[config.mk]
export PLATFORM = sky130hd
export DESIGN_NAME = igr_wadj_fc_ctrl
export DESIGN_NICKNAME = d
export VERILOG_FILES = /design/src/rtl/igr_wadj_fc_ctrl.sv
export SDC_FILE = /design/constraint.sdc
export NUM_CORES = 1
export LEC_CHECK = 0
export ABC_AREA = 0
export BUFFER_PORTS_ARGS = -buffer_cell sky130_fd_sc_hd__buf_4
export CAP_MARGIN = 10
export CORE_AREA = 3 3 452 454
export CTS_CLUSTER_SIZE = 8
export DETAILED_ROUTE_END_ITERATION = 7
export DIE_AREA = 0 0 455 457
export GPL_TIMING_DRIVEN = 0
export PLACE_DENSITY = 0.3
export SLEW_MARGIN = 30
export SYNTH_ARGS = -nofsm -noshare
export SYNTH_HDL_FRONTEND = slang
export SYNTH_SLANG_ARGS = --single-unit
[constraint.sdc]
create_clock -name clk -period 2.8 [get_ports clk]
set_input_delay 0.14 -clock clk [delete_from_list [all_inputs] [get_ports clk]]
set_output_delay 0.14 -clock clk [all_outputs]
set_load 0.01 [all_outputs]
[src/rtl/igr_wadj_fc_ctrl.sv]
// Ingress flow-control/drop stage for the width adjuster: one registered beat stage,
// per-packet SOP drop decision and hysteretic RX pause. Define IGR_WADJ_FC_STATS_EN for counters.
module igr_wadj_fc_ctrl #(
  parameter int DATA_WIDTH    = 512,
  parameter int FILL_WIDTH    = 16,
  parameter int PAUSE_HYST    = 16,
  parameter int PAUSE_MIN_CYC = 64,
  parameter int CNT_WIDTH     = 32
) (
  input  logic                  clk,
  input  logic                  rst_n,
  input  logic                  cfg_rx_pause_en,
  input  logic [15:0]           cfg_rx_pause_threshold,
  input  logic [15:0]           cfg_drop_threshold,
  input  logic [FILL_WIDTH-1:0] fifo_fill,
  input  logic                  in_valid,
  input  logic                  in_sop,
  input  logic                  in_eop,
  input  logic [DATA_WIDTH-1:0] in_data,
  output logic                  in_ready,
  output logic                  out_valid,
  output logic                  out_sop,
  output logic                  out_eop,
  output logic [DATA_WIDTH-1:0] out_data,
  input  logic                  out_ready,
  output logic                  rx_pause_req,
  output logic [CNT_WIDTH-1:0]  stat_drop_pkts,
  output logic [CNT_WIDTH-1:0]  stat_pause_evts
);

  typedef enum logic [1:0] {PKT_IDLE, PKT_PASS, PKT_DROP} pkt_state_t;
  typedef enum logic       {PAUSE_XON, PAUSE_XOFF}        pause_state_t;

  localparam int HOLD_W = (PAUSE_MIN_CYC > 1) ? $clog2(PAUSE_MIN_CYC) : 1;
  localparam logic [HOLD_W-1:0] HOLD_INIT = HOLD_W'(PAUSE_MIN_CYC - 1);
  localparam logic [16:0]       HYST17    = 17'(PAUSE_HYST);

  pkt_state_t        pkt_state;
  pause_state_t      pause_state;
  logic [HOLD_W-1:0] hold_cnt;

  logic [15:0] fill16;
  logic        drop_hit;
  logic        drop_beat;
  logic        in_accept;
  logic        load;
  logic        pause_set;
  logic [16:0] rel_diff;
  logic [15:0] rel_level;

  assign fill16   = 16'(fifo_fill);
  assign drop_hit = (cfg_drop_threshold != 16'd0) && (fill16 >= cfg_drop_threshold);

  // An SOP carries its own fresh decision; any other beat follows the packet state.
  assign drop_beat = in_sop ? drop_hit : (pkt_state == PKT_DROP);
  assign in_ready  = drop_beat | out_ready | ~out_valid;
  assign in_accept = in_valid & in_ready;
  assign load      = in_accept & ~drop_beat & (in_sop | (pkt_state == PKT_PASS));

  // Pause release level, clamped at zero when the hysteresis exceeds the threshold.
  always_comb begin
    // NOTE: every always_comb output gets a default first so no path can infer a latch.
    rel_level = '0;
    rel_diff  = {1'b0, cfg_rx_pause_threshold} - HYST17;
    if (!rel_diff[16]) rel_level = rel_diff[15:0];
  end

  assign pause_set = cfg_rx_pause_en && (pause_state == PAUSE_XON) &&
                     (fill16 >= cfg_rx_pause_threshold);

  // NOTE: out_data is a single datapath register with a defined reset value; only
  // deep storage arrays are left unreset.
  always_ff @(posedge clk or negedge rst_n) begin
    if (!rst_n) begin
      out_valid <= 1'b0;
      out_sop   <= 1'b0;
      out_eop   <= 1'b0;
      out_data  <= '0;
    end else if (load) begin
      out_valid <= 1'b1;
      out_sop   <= in_sop;
      out_eop   <= in_eop;
      out_data  <= in_data;
    end else if (out_ready) begin
      out_valid <= 1'b0;
    end
  end

  always_ff @(posedge clk or negedge rst_n) begin
    if (!rst_n) begin
      pkt_state <= PKT_IDLE;
    end else if (in_accept) begin
      if (in_sop) begin
        if (in_eop)        pkt_state <= PKT_IDLE;
        else if (drop_hit) pkt_state <= PKT_DROP;
        else               pkt_state <= PKT_PASS;
      end else if (in_eop) begin
        pkt_state <= PKT_IDLE;
      end
    end
  end

  always_ff @(posedge clk or negedge rst_n) begin
    if (!rst_n) begin
      pause_state <= PAUSE_XON;
      hold_cnt    <= '0;
    end else if (!cfg_rx_pause_en) begin
      pause_state <= PAUSE_XON;
      hold_cnt    <= '0;
    end else begin
      case (pause_state)
        PAUSE_XON: begin
          if (pause_set) begin
            pause_state <= PAUSE_XOFF;
            hold_cnt    <= HOLD_INIT;
          end
        end
        PAUSE_XOFF: begin
          if (hold_cnt != '0)          hold_cnt    <= hold_cnt - 1'b1;
          else if (fill16 < rel_level) pause_state <= PAUSE_XON;
        end
        default: pause_state <= PAUSE_XON;
      endcase
    end
  end

  assign rx_pause_req = (pause_state == PAUSE_XOFF);

`ifdef IGR_WADJ_FC_STATS_EN
  logic drop_evt;
  assign drop_evt = in_accept & in_sop & drop_hit;

  always_ff @(posedge clk or negedge rst_n) begin
    if (!rst_n) begin
      stat_drop_pkts  <= '0;
      stat_pause_evts <= '0;
    end else begin
      if (drop_evt && (stat_drop_pkts != '1))   stat_drop_pkts  <= stat_drop_pkts + 1'b1;
      if (pause_set && (stat_pause_evts != '1)) stat_pause_evts <= stat_pause_evts + 1'b1;
    end
  end
`else
  assign stat_drop_pkts  = '0;
  assign stat_pause_evts = '0;
`endif

endmodule

==> flow_summary.yaml <==
worst_setup_path:
  slowest_delay_ns: 0.39
  cp.required_ns: 3.37
  crit_fanout: 10
  cp-end-kind: "flip-flop"
  crit_path_frequent_cell: "a21oi_1"
  crit_path_top_delay_cell: "or3_1"
  cp_top_family: "simple AND/OR/NAND/NOR gates"
  critPathBufInv: 2
  worstRegToRegCells: 7
  worstReg2RegStart: "out_valid"
  r2r_slack_ns: 0.45
  crit_type: "input port to flip-flop"
  crit_arrival_ns: 3.11
  crit_chain: "buf_4 > or3_1 > nor3_1 > nand3_1 > clkbuf_2 > nand2_1 > ha_1 > a21oi_1 > o21ai_0 > nor2_1 > nor4_1 > o41ai_1 > a21oi_1"
  start_kind: "input port"
  reg2reg_to: "out_data[435]"
sta:
  rsz0062_at_grt: "false"
  slew_headroom: 0.517
  drv_slew: 0
  setup_tns_ns: 0
  fin_crit_ns: 2.54
  holdWs_ns: 0.106
  finClkSkew_ns: 0.0385
  setup_viol: 0
  clock.fmax_mhz: 394
  tightest_slew_ns: 0.718
  finalHoldViolCount: 0
  period_share: 0.906
floorplanning:
  die-width_um: 455
  coreArea_um2: 200000
  start_util: 0.109
  num_io_pins: 1148
  dieHeight_um: 457
  num_rows: 164
  die_area_um2: 208000
logic_synthesis:
  ys_warn_count: 0
  netlist.area_leader.share: 0.602
  synth-edff-count: 0
  postSynthCellCount: 1420
  async_reset_ff_frac: 1.00
  postSynthAreaPerCell_um2: 15.3
  ys_seq_area_frac: 0.602
  synth_seq_cells: 524
  synth_area_um2: 21800
  synthTopCellsByArea: "dfrtp_1 60%, mux2_1 24%, ha_1 2.9%, mux2_2 2.8%, buf_4 2.4%"
  yosysTopAreaCell: "dfrtp_1"
  synth_common_cells: "524 x dfrtp_1, 459 x mux2_1, 69 x buf_4, 54 x mux2_2, 50 x ha_1"
  synth_flop_cell: "dfrtp_1"
  yosysMostFrequentCell: "dfrtp_1"
  yosysUniqueCellTypes: 47
placement:
  routabilityCongestion: 0.779
  port_buffers: 1083
  dp.cells: 5232
  hpwl_um: 105000
detailed_routing:
  wl_per_cell_um: 21.6
  route.detailed.drc: 0
  first_pass_iters: 5
  vias_per_cell: 3.11
  wl_um: 127000
  drt-initial-drc-count: 463
  via_count: 18300
  ant_nets: 0
min_path:
  holdPathEnd: "rx_pause_req"
  hold_class: "input port to flip-flop"
  worstHoldStart: "fifo_fill[15]"
  worstHoldPathCells: 6
clocking:
  cts_setup_buffers: 0
  htree_levels: 3
  clockBufferDepth: 3
  numCtsBuffers: 81
  cts-root-buf: "clkbuf_16"
  clk_latency_ns: 0.70
  clkTransAtPathRegs_ns: 0.05
  cts.sinks: 524
  cts_tree: "built"
finish:
  fin_cells: 5887
  nets: 3800
  area_growth_pct: 90.2
  drive_gt1_frac: 0.426
  finish.utilization: 0.207
  fill_cells: 21900
pwr:
  leakagePower_nw: 18.8
  cellPowerDensity_nw_per_um2: 806
  max-vdd-ir-drop_uv: 403
  p_total_w: 0.0334
global_routing:
  grt-ovfl-total: 0
  antenna_found_initial: 47
  grt_pass1_vias: 20000
  grt_max_degree: 68
  grt_use_total: 0.118
  grt_pass1_wl_um: 170000
flow_run:
  drv_cap: 0
outcome:
  status: "complete, no violations"
[timing repair]
action,CTS,global route
hold buffers,524,0
endpoints found under the setup margin,0,56
gates resized for setup,0,2
hold endpoints to repair,723,0
[worst min-delay path, cell delays in order]
cell and delay [ns]:
buf_4 0.11, ha_1 0.14, a211oi_1 0.05, o31ai_1 0.06, nand2_1 0.05, a21oi_1 0.17
[cells in the final DEF, fill, tap and decap left out, drive strengths merged, types with 6 or more instances in the layout]
| master | instances |
|---|---|
| buf | 1213 |
| nand3 | 10 |
| o21ai | 19 |
| mux2 | 513 |
| nand2b | 7 |
| ha | 50 |
| clkinv | 6 |
| dlygate4sd3 | 523 |
| nand4 | 9 |
| inv | 38 |
| conb | 64 |
| clkbuf | 107 |
| nor3 | 6 |
| a21oi | 18 |
| nand2 | 34 |
| nor2 | 17 |
| dfrtp | 524 |
| diode | 15 |
| nor4 | 7 |
[registers in the layout (all words and copies together) (netlist names)]
signal        cells
rx_pause_req      1
out_data        512
pkt_state         2
out_valid         1
out_eop           1
out_sop           1
hold_cnt          6
[per-stage QoR]
step           area, µm²  setup slack, ns
4_1_cts            41400            0.127
6_report           41500            0.262
5_1_grt            41400           0.0669
3_5_place_dp       33800           -0.650
3_3_place_gp       33500            -5.77
2_1_floorplan      22000            0.468
[worst max path at each step]
stage,endpoint,from,cells past startpoint
after floorplan,rx_pause_req,cfg_rx_pause_threshold[9],12
after global placement,out_data[427],rst_n,1
after detailed placement,rx_pause_req,cfg_rx_pause_threshold[9],13
after CTS,rx_pause_req,cfg_rx_pause_threshold[9],13
after global routing,rx_pause_req,cfg_rx_pause_threshold[9],13
final,rx_pause_req,cfg_rx_pause_threshold[9],13
[power by group]
| part | total [W] | internal, W | leakage, nW | switching (W) |
|---|---|---|---|---|
| Sequential | 0.0118 | 0.0103 | 6.17 | 0.00147 |
| Clock | 0.00967 | 0.00562 | 1.15 | 0.00405 |
| Combinational | 0.0120 | 0.00623 | 11.4 | 0.00577 |
| Total | 0.0334 | 0.0221 | 18.8 | 0.0113 |
[cells by family (layout without fill, tap and decap cells)]
group,Yosys count,after routing,share of synthesized area
compound gates,68,68,0.0199
xor+xnor,6,6,0.00241
fa+ha+maj,50,50,0.0287
buf+inv,159,1892,0.0599
flops,524,524,0.602
mux,514,514,0.266
other cells,1,79,0.000172
simple gates,98,98,0.0218
[final cells by class]
type | instances | area (µm²) | share of cell area
timing repair buffer | 1617 | 13600 | 0.329
tap | 2656 | 3320 | 0.0802
antenna | 15 | 37.5 | 0.000905
sequential | 524 | 13100 | 0.316
inverter | 37 | 139 | 0.00335
clock buffer | 104 | 2170 | 0.0524
multi-input combinational | 800 | 7620 | 0.184
buffer | 122 | 1170 | 0.0282
clock inverter | 12 | 241 | 0.00582
[layer usage]
metal / vias to the layer above / GRT usage / wire, µm
met4: 8 / 0.0381 / 3270
li1: 8455 / - / -
met2: 741 / 0.210 / 63800
met3: 190 / 0.0502 / 12800
met5: - / 0 / 55
met1: 8940 / 0.125 / 47100
(Power assumes the default switching activity.)
